File: src/rtl/uart_rx_frame_ctrl_if.sv
`default_nettype none
// ============================================================================
// Module   : uart_rx_frame_ctrl_if
// Brief    : Valid/ready byte hand-off between the UART receiver and its consumer.
// Revision : 1.0 - initial release
// ============================================================================
interface uart_rx_frame_ctrl_if #(
    parameter int DATA_BITS = 8
);
    logic [DATA_BITS-1:0] rx_data;
    logic                 rx_valid;
    logic                 rx_ready;

    modport master (
        output rx_data,
        output rx_valid,
        input  rx_ready
    );

    modport slave (
        input  rx_data,
        input  rx_valid,
        output rx_ready
    );
endinterface
`default_nettype wire

File: src/rtl/uart_rx_frame_ctrl.sv
`default_nettype none
// ============================================================================
// Module   : uart_rx_frame_ctrl
// Brief    : 16x-oversampling UART receiver with 3-sample majority vote and a
//            valid/ready byte output. Optional parity via macro UART_PARITY_EN.
// Revision : 1.0 - initial release
// ============================================================================
module uart_rx_frame_ctrl #(
    parameter int CLKS_PER_TICK = 27,
    parameter int DATA_BITS     = 8,
    parameter int PARITY_ODD    = 0
) (
    input  wire                  sample_clk,
    input  wire                  rst_n,
    input  wire                  RsRx,
    uart_rx_frame_ctrl_if.master rx,
    output logic                 frame_err,
    output logic                 par_err,
    output logic                 overrun,
    output logic                 busy
);

    localparam int                 c_cnt_w    = (CLKS_PER_TICK > 1) ? $clog2(CLKS_PER_TICK) : 1;
    localparam logic [c_cnt_w-1:0] c_cnt_max  = c_cnt_w'(CLKS_PER_TICK - 1);
    localparam logic [2:0]         c_bit_last = 3'(DATA_BITS - 1);

    if (CLKS_PER_TICK < 2) begin : g_chk_clks_per_tick
        $error("CLKS_PER_TICK must be at least 2");
    end
    if ((DATA_BITS < 5) || (DATA_BITS > 8)) begin : g_chk_data_bits
        $error("DATA_BITS must be within 5..8");
    end
    if ((PARITY_ODD != 0) && (PARITY_ODD != 1)) begin : g_chk_parity_odd
        $error("PARITY_ODD must be 0 or 1");
    end

    typedef enum logic [2:0] {
        S_IDLE   = 3'd0,
        S_START  = 3'd1,
        S_DATA   = 3'd2,
        S_PARITY = 3'd3,
        S_STOP   = 3'd4,
        S_BRK    = 3'd5
    } state_t;

    state_t                 r_state;
    logic                   r_sync1;
    logic                   r_sync2;
    logic [c_cnt_w-1:0]     r_cnt;
    logic [3:0]             r_tick_idx;
    logic                   r_s7;
    logic                   r_s8;
    logic [2:0]             r_bit_cnt;
    logic [DATA_BITS-1:0]   r_shift;
    logic [DATA_BITS-1:0]   r_rx_data;
    logic                   r_rx_valid;
    logic                   r_frame_err;
    logic                   r_overrun;
    logic                   r_busy;
`ifdef UART_PARITY_EN
    logic                   r_par_bad;
    logic                   r_par_err;
`endif

    logic w_rxs;
    logic w_tick;
    logic w_vote_now;
    logic w_vote;
    logic w_can_load;

    assign w_rxs      = r_sync2;
    assign w_tick     = (r_cnt == c_cnt_max);
    assign w_vote_now = w_tick && (r_tick_idx == 4'd9);
    assign w_vote     = (r_s7 & r_s8) | (r_s7 & w_rxs) | (r_s8 & w_rxs);
    assign w_can_load = !r_rx_valid || rx.rx_ready;

    always_ff @(posedge sample_clk or negedge rst_n) begin
        if (!rst_n) begin
            r_state     <= S_IDLE;
            r_sync1     <= 1'b1;
            r_sync2     <= 1'b1;
            r_cnt       <= '0;
            r_tick_idx  <= 4'd0;
            r_s7        <= 1'b1;
            r_s8        <= 1'b1;
            r_bit_cnt   <= 3'd0;
            r_shift     <= '0;
            r_rx_data   <= '0;
            r_rx_valid  <= 1'b0;
            r_frame_err <= 1'b0;
            r_overrun   <= 1'b0;
            r_busy      <= 1'b0;
`ifdef UART_PARITY_EN
            r_par_bad   <= 1'b0;
            r_par_err   <= 1'b0;
`endif
        end else begin
            r_sync1     <= RsRx;
            r_sync2     <= r_sync1;
            r_frame_err <= 1'b0;
            r_overrun   <= 1'b0;
`ifdef UART_PARITY_EN
            r_par_err   <= 1'b0;
`endif

            // Counters sit at zero in IDLE so tick phase is anchored to the start edge
            if (r_state == S_IDLE) begin
                r_cnt      <= '0;
                r_tick_idx <= 4'd0;
            end else if (w_tick) begin
                r_cnt      <= '0;
                r_tick_idx <= r_tick_idx + 4'd1;
            end else begin
                r_cnt      <= r_cnt + c_cnt_w'(1);
            end

            if (w_tick && (r_tick_idx == 4'd7)) r_s7 <= w_rxs;
            if (w_tick && (r_tick_idx == 4'd8)) r_s8 <= w_rxs;

            if (r_rx_valid && rx.rx_ready) r_rx_valid <= 1'b0;

            case (r_state)
                S_IDLE: begin
                    if (!w_rxs) begin
                        r_state <= S_START;
                        r_busy  <= 1'b1;
                    end
                end
                S_START: begin
                    if (w_vote_now) begin
                        if (w_vote) begin
                            r_state <= S_IDLE;
                            r_busy  <= 1'b0;
                        end else begin
                            r_state   <= S_DATA;
                            r_bit_cnt <= 3'd0;
`ifdef UART_PARITY_EN
                            r_par_bad <= 1'b0;
`endif
                        end
                    end
                end
                S_DATA: begin
                    if (w_vote_now) begin
                        r_shift <= {w_vote, r_shift[DATA_BITS-1:1]};
                        if (r_bit_cnt == c_bit_last) begin
`ifdef UART_PARITY_EN
                            r_state <= S_PARITY;
`else
                            r_state <= S_STOP;
`endif
                        end else begin
                            r_bit_cnt <= r_bit_cnt + 3'd1;
                        end
                    end
                end
`ifdef UART_PARITY_EN
                S_PARITY: begin
                    if (w_vote_now) begin
                        r_par_bad <= (w_vote != ((^r_shift) ^ 1'(PARITY_ODD)));
                        r_state   <= S_STOP;
                    end
                end
`endif
                S_STOP: begin
                    if (w_vote_now) begin
                        if (w_vote) begin
                            // Return to IDLE mid-stop so the next start edge is caught early
                            r_state <= S_IDLE;
                            r_busy  <= 1'b0;
                            if (w_can_load) begin
                                r_rx_data  <= r_shift;
                                r_rx_valid <= 1'b1;
                            end else begin
                                r_overrun  <= 1'b1;
                            end
`ifdef UART_PARITY_EN
                            r_par_err <= r_par_bad;
`endif
                        end else begin
                            r_frame_err <= 1'b1;
                            r_state     <= S_BRK;
                        end
                    end
                end
                S_BRK: begin
                    if (w_rxs) begin
                        r_state <= S_IDLE;
                        r_busy  <= 1'b0;
                    end
                end
                default: begin
                    r_state <= S_IDLE;
                    r_busy  <= 1'b0;
                end
            endcase
        end
    end

    assign rx.rx_data  = r_rx_data;
    assign rx.rx_valid = r_rx_valid;
    assign frame_err   = r_frame_err;
    assign overrun     = r_overrun;
    assign busy        = r_busy;
`ifdef UART_PARITY_EN
    assign par_err     = r_par_err;
`else
    assign par_err     = 1'b0;
`endif

endmodule
`default_nettype wire
File: src/flat_wrapper.sv
// flat-port wrapper written by rule: the top's interface ports become plain ports
module uart_rx_frame_ctrl_flat 
#(
    parameter int CLKS_PER_TICK = 27,
    parameter int DATA_BITS     = 8,
    parameter int PARITY_ODD    = 0
)
  (sample_clk, rst_n, RsRx, frame_err, par_err, overrun, busy, rx_rx_data, rx_rx_valid, rx_rx_ready);
  uart_rx_frame_ctrl_if #(.DATA_BITS(DATA_BITS)) rx_i ();
  input  wire sample_clk;
  input  wire rst_n;
  input  wire RsRx;
  output logic frame_err;
  output logic par_err;
  output logic overrun;
  output logic busy;
  output wire logic [$bits(rx_i.rx_data)-1:0] rx_rx_data;
  output wire logic [$bits(rx_i.rx_valid)-1:0] rx_rx_valid;
  input wire logic [$bits(rx_i.rx_ready)-1:0] rx_rx_ready;
  assign rx_rx_data = rx_i.rx_data;
  assign rx_rx_valid = rx_i.rx_valid;
  assign rx_i.rx_ready = rx_rx_ready;
  uart_rx_frame_ctrl #(.CLKS_PER_TICK(CLKS_PER_TICK), .DATA_BITS(DATA_BITS), .PARITY_ODD(PARITY_ODD)) u_core (.sample_clk(sample_clk), .rst_n(rst_n), .RsRx(RsRx), .rx(rx_i), .frame_err(frame_err), .par_err(par_err), .overrun(overrun), .busy(busy));
endmodule
File: config.mk
export PLATFORM = sky130hd
export DESIGN_NAME = uart_rx_frame_ctrl_flat
export DESIGN_NICKNAME = d
export VERILOG_FILES = /design/src/rtl/uart_rx_frame_ctrl_if.sv /design/src/rtl/uart_rx_frame_ctrl.sv /design/src/flat_wrapper.sv
export SDC_FILE = /design/constraint.sdc
export NUM_CORES = 1
export LEC_CHECK = 0
export ABC_AREA = 0
export CAP_MARGIN = 40
export CORE_ASPECT_RATIO = 0.5
export CORE_MARGIN = 4
export CORE_UTILIZATION = 47
export DETAILED_ROUTE_END_ITERATION = 16
export GPL_TIMING_DRIVEN = 0
export PLACE_DENSITY = 0.65
export SKIP_CTS_REPAIR_TIMING = 1
export SLEW_MARGIN = 20
export SYNTH_ARGS = -nofsm -noshare
export SYNTH_HDL_FRONTEND = slang
export SYNTH_SLANG_ARGS = --single-unit
File: constraint.sdc
create_clock -name sample_clk -period 3.93 [get_ports sample_clk]
set_clock_uncertainty 0.05 [all_clocks]
set_input_delay 0.9825 -clock sample_clk [delete_from_list [all_inputs] [get_ports sample_clk]]
set_output_delay 0.9825 -clock sample_clk [all_outputs]
set_load 0.01 [all_outputs]
==> implementation parameters <==
Parameter                              Value

Floorplan
  Die height ... 51.5 µm
  Num rows ... 15
  Number of placed I/O pins ... 17
  Starting density of the core ... 0.504
  Width of the chip ... 95.0 µm
  Die outline area ... 4890 µm²
  Placeable core region ... 3530 µm²

Worst setup path
  Worst setup path startpoint ... u_core.busy$_DFFE_PN0P_
  Worst EP arrival ... 1.21 ns
  Worst-case reg-to-reg path depth ... 6
  Crit path max fanout ... 4
  Buffering stage count on the worst path with inverters included ... 1
  Top Family by Delay on Critical Path ... buffers and inverters
  Type of element launching the critical path ... register
  Worst R2R End ... u_core.r_bit_cnt[0]$_DFFE_PN0P_
  CP endpoint ... busy
  Number of gates on the worst path with buffers counted ... 1
  Max incr delay on CP ... 0.55 ns
  Setup crit end kind ... output pin
  Worst-path cell chain ... clkdlybuf4s50_1
  Critical setup path kind ... reg -> out
  Setup slack on the worst flop-to-flop path ... 1.99 ns
  Critical Path RT ... 2.90 ns
  Cell at the slowest stage of the critical path ... clkdlybuf4s50_1
  Launching point of the worst reg2reg path ... u_core.r_bit_cnt[0]$_DFFE_PN0P_

Layout
  Post-layout net count ... 178
  Fraction of layout cells with a size suffix above 1 ... 0.232
  Number of fillers in the final layout ... 324
  Post-route cell area ... 2090 µm²
  Area of all sequential standard cells ... 981 µm²
  Most frequent standard cell in the layout excluding fill and tap cells ... dfrtp_1
  Commonest cells after routing, fill and taps aside ... 35 x dfrtp_1, 14 x nor2_1, 14 x clkdlybuf4s50_1
  ANT cells ... 0
  Final Core Density ... 0.593
  Area of combinational cells with multiple inputs ... 732 µm²
  Area Growth Syn to Fin ... 17.7%
  Cell Count, Final, Fillers Out ... 219

Detailed routing
  Post-detailed-route wirelength per cell ... 13.0 µm
  Post-Route WL ... 2850 µm
  Number of iterations in the first detailed-routing pass ... 4
  Antenna-violating nets left ... 0
  Total number of vias ... 1148
  Via-per-instance ratio ... 5.24
  Initial drt markers ... 77
  Number of DRC violations after detailed routing ... 0

CTS
  Clock tree root driver cell ... clkbuf_8
  Number of buffers added by the clock tree synthesis step ... 5
  TritonCTS Sinks ... 39
  Clk pin slew, worst setup/hold paths ... 0.07 ns
  Clock insertion delay at the later pin of the skew report ... 0.28 ns
  Maximum buffer depth of the clock tree ... 2
  CTS H-tree lvls ... 2
  Clock tree from TritonCTS ... built

Power
  Power Density ... 323 nW/µm²
  Switching share of power ... 0.212
  Reg power frac ... 0.598
  Switching power of the nets ... 143 µW
  Proportion of power drawn by combinational gates ... 0.022
  Static leakage power ... 0.000978 µW
  Peak VDD IR ... 0.133 mV
  Internal power summed over all cells ... 532 µW
  Clock network fraction of design power ... 0.380

STA
  Post-route clock period utilization ... 0.571
  Final Hold Violating Endpoints ... 0
  Peak Freq ... 446 MHz
  Worst hold-check slack ... 0.309 ns
  Final setup viols ... 0
  RSZ-0062 raised after global routing ... no
  Number of max-slew violations in the final report ... 0
  Transition at the pin with the smallest max-transition slack ... 0.634 ns
  Time the final worst path needs with I/O delays and setup ... 2.24 ns
  Sum of negative setup slack ... 0 ns
  Max-slew headroom ... 0.574

Flow run
  Max Cap Viol ... 0

Synth
  Post-synth net total ... 155
  Post-Syn Instances ... 144
  Flops & latches, synth ... 39
  Number of flops mapped to enable cells by yosys ... 0
  Mapped Avg Cell Area ... 12.3 µm²
  Portion of the post-synthesis area used by sequential elements ... 0.552
  FFs w/ async S/R, synth ... 1.00
  Number of library cell types mapped by synthesis ... 42
  Total of warnings raised by yosys ... 0
  Total standard cell area after synthesis ... 1780 µm²
  Main flop type after synthesis ... dfrtp_1

Place
  Routability cong. ... 0.910
  IO Port Bufs ... 15
  Post-detail-place hpwl ... 2070 µm
  Cell count after placement ... 211
  Placement-stage cell area ... 2010 µm²

Min path
  Worst hold path class ... reg -> reg

Global route
  Via count of the first global-routing pass ... 1122
  Total Routing Usage GR ... 0.139
  Wire length of the first global-routing pass ... 5110 µm
  Largest net degree at the start of global routing ... 31
  Antenna violations before repair ... 0
  Overall overflow remaining after global route ... 0

Run status
  Run status ... completed
## logic make-up (layout without fill, tap and decap cells)
kind of cell / Yosys count / count (layout) / share of synthesized area
compound gates: 15 / 15 / 0.0592
buf+inv: 12 / 36 / 0.0359
xor+xnor: 6 / 6 / 0.0296
fa+ha+maj: 8 / 8 / 0.0556
simple gates: 44 / 44 / 0.143
flops: 39 / 39 / 0.552
mux: 19 / 19 / 0.123
other cells: 1 / 1 / 0.00211
## how the worst min path moves through the flow
stage / start / end / slack [ns] / depth (start not counted)
4_1_cts: u_core.r_sync1$_DFF_PN1_ / u_core.r_sync2$_DFF_PN1_ / 0.31 / 0
2_1_floorplan: u_core.r_sync1$_DFF_PN1_ / u_core.r_sync2$_DFF_PN1_ / 0.30 / 0
5_1_grt: u_core.r_sync1$_DFF_PN1_ / u_core.r_sync2$_DFF_PN1_ / 0.31 / 0
3_5_place_dp: u_core.r_sync1$_DFF_PN1_ / u_core.r_sync2$_DFF_PN1_ / 0.30 / 0
6_report: u_core.r_sync1$_DFF_PN1_ / u_core.r_sync2$_DFF_PN1_ / 0.31 / 0
3_3_place_gp: u_core.r_sync1$_DFF_PN1_ / u_core.r_sync2$_DFF_PN1_ / 0.30 / 0
## layout make-up
class / instances / share of cell area
well taps: 51 / 0.0305
multi-input cells: 93 / 0.350
repair buffers: 16 / 0.0790
inverters: 5 / 0.00898
flip-flops and latches: 39 / 0.469
plain buffers: 7 / 0.0215
clock buffers: 6 / 0.0347
clock inverters: 2 / 0.00598
## cells in the mapped netlist (2+ instances only)
cell type	instances	share of area
mux2_2	12	0.076
nand4b_1	2	0.0099
nor2_1	14	0.030
nand4_1	3	0.011
a21oi_1	3	0.0084
inv_1	5	0.011
buf_2	2	0.0056
o21ai_0	4	0.011
dfstp_2	4	0.059
nand3_1	5	0.014
a22o_2	2	0.011
ha_1	7	0.049
dfrtp_1	35	0.49
nor3b_1	3	0.013
a31oi_1	2	0.0070
xor2_1	4	0.020
mux2_1	6	0.038
buf_4	2	0.0084
nand2_1	4	0.0084
nor3_1	2	0.0056
xnor2_1	2	0.0099
## routing by layer
layer,up-vias,global-route usage,part of all wire
met2,32,0.215,0.43
met1,563,0.176,0.50
met5,-,0,0
li1,551,-,-
met3,2,0.0574,0.064
met4,0,0.0478,0.0060
## through the flow
stage / worst slack, ns / total power, µW
3_5_place_dp: 1.52 / 427
6_report: 1.69 / 676
3_3_place_gp: 0.863 / 425
2_1_floorplan: 2.05 / 414
4_1_cts: 1.67 / 689
5_1_grt: 1.65 / 704
## state kept, by name, indices dropped and copies added, names as in the netlist
name / cells
u_core.busy: 1
u_core.r_tick_idx: 4
u_core.r_bit_cnt: 3
u_core.overrun: 1
u_core.r_state: 3
u_core.r_sync2: 1
u_core.r_s8: 1
u_core.r_sync1: 1
u_core.frame_err: 1
u_core.r_s7: 1
u_core.r_cnt: 5
u_core.r_shift: 8
u_core.rx.rx_valid: 1
u_core.rx.rx_data: 8
## power by group through the flow
stage                     sequential, µW  combinational, µW  clock, µW
final                                404               14.5        257
after global routing                 404               16.7        283
after CTS                            404               15.3        270
after detailed placement             412               15.3          0
after global placement               412               13.2          0
after floorplan                      412               2.16          0
No activity file was read; power rests on OpenSTA's default activity.
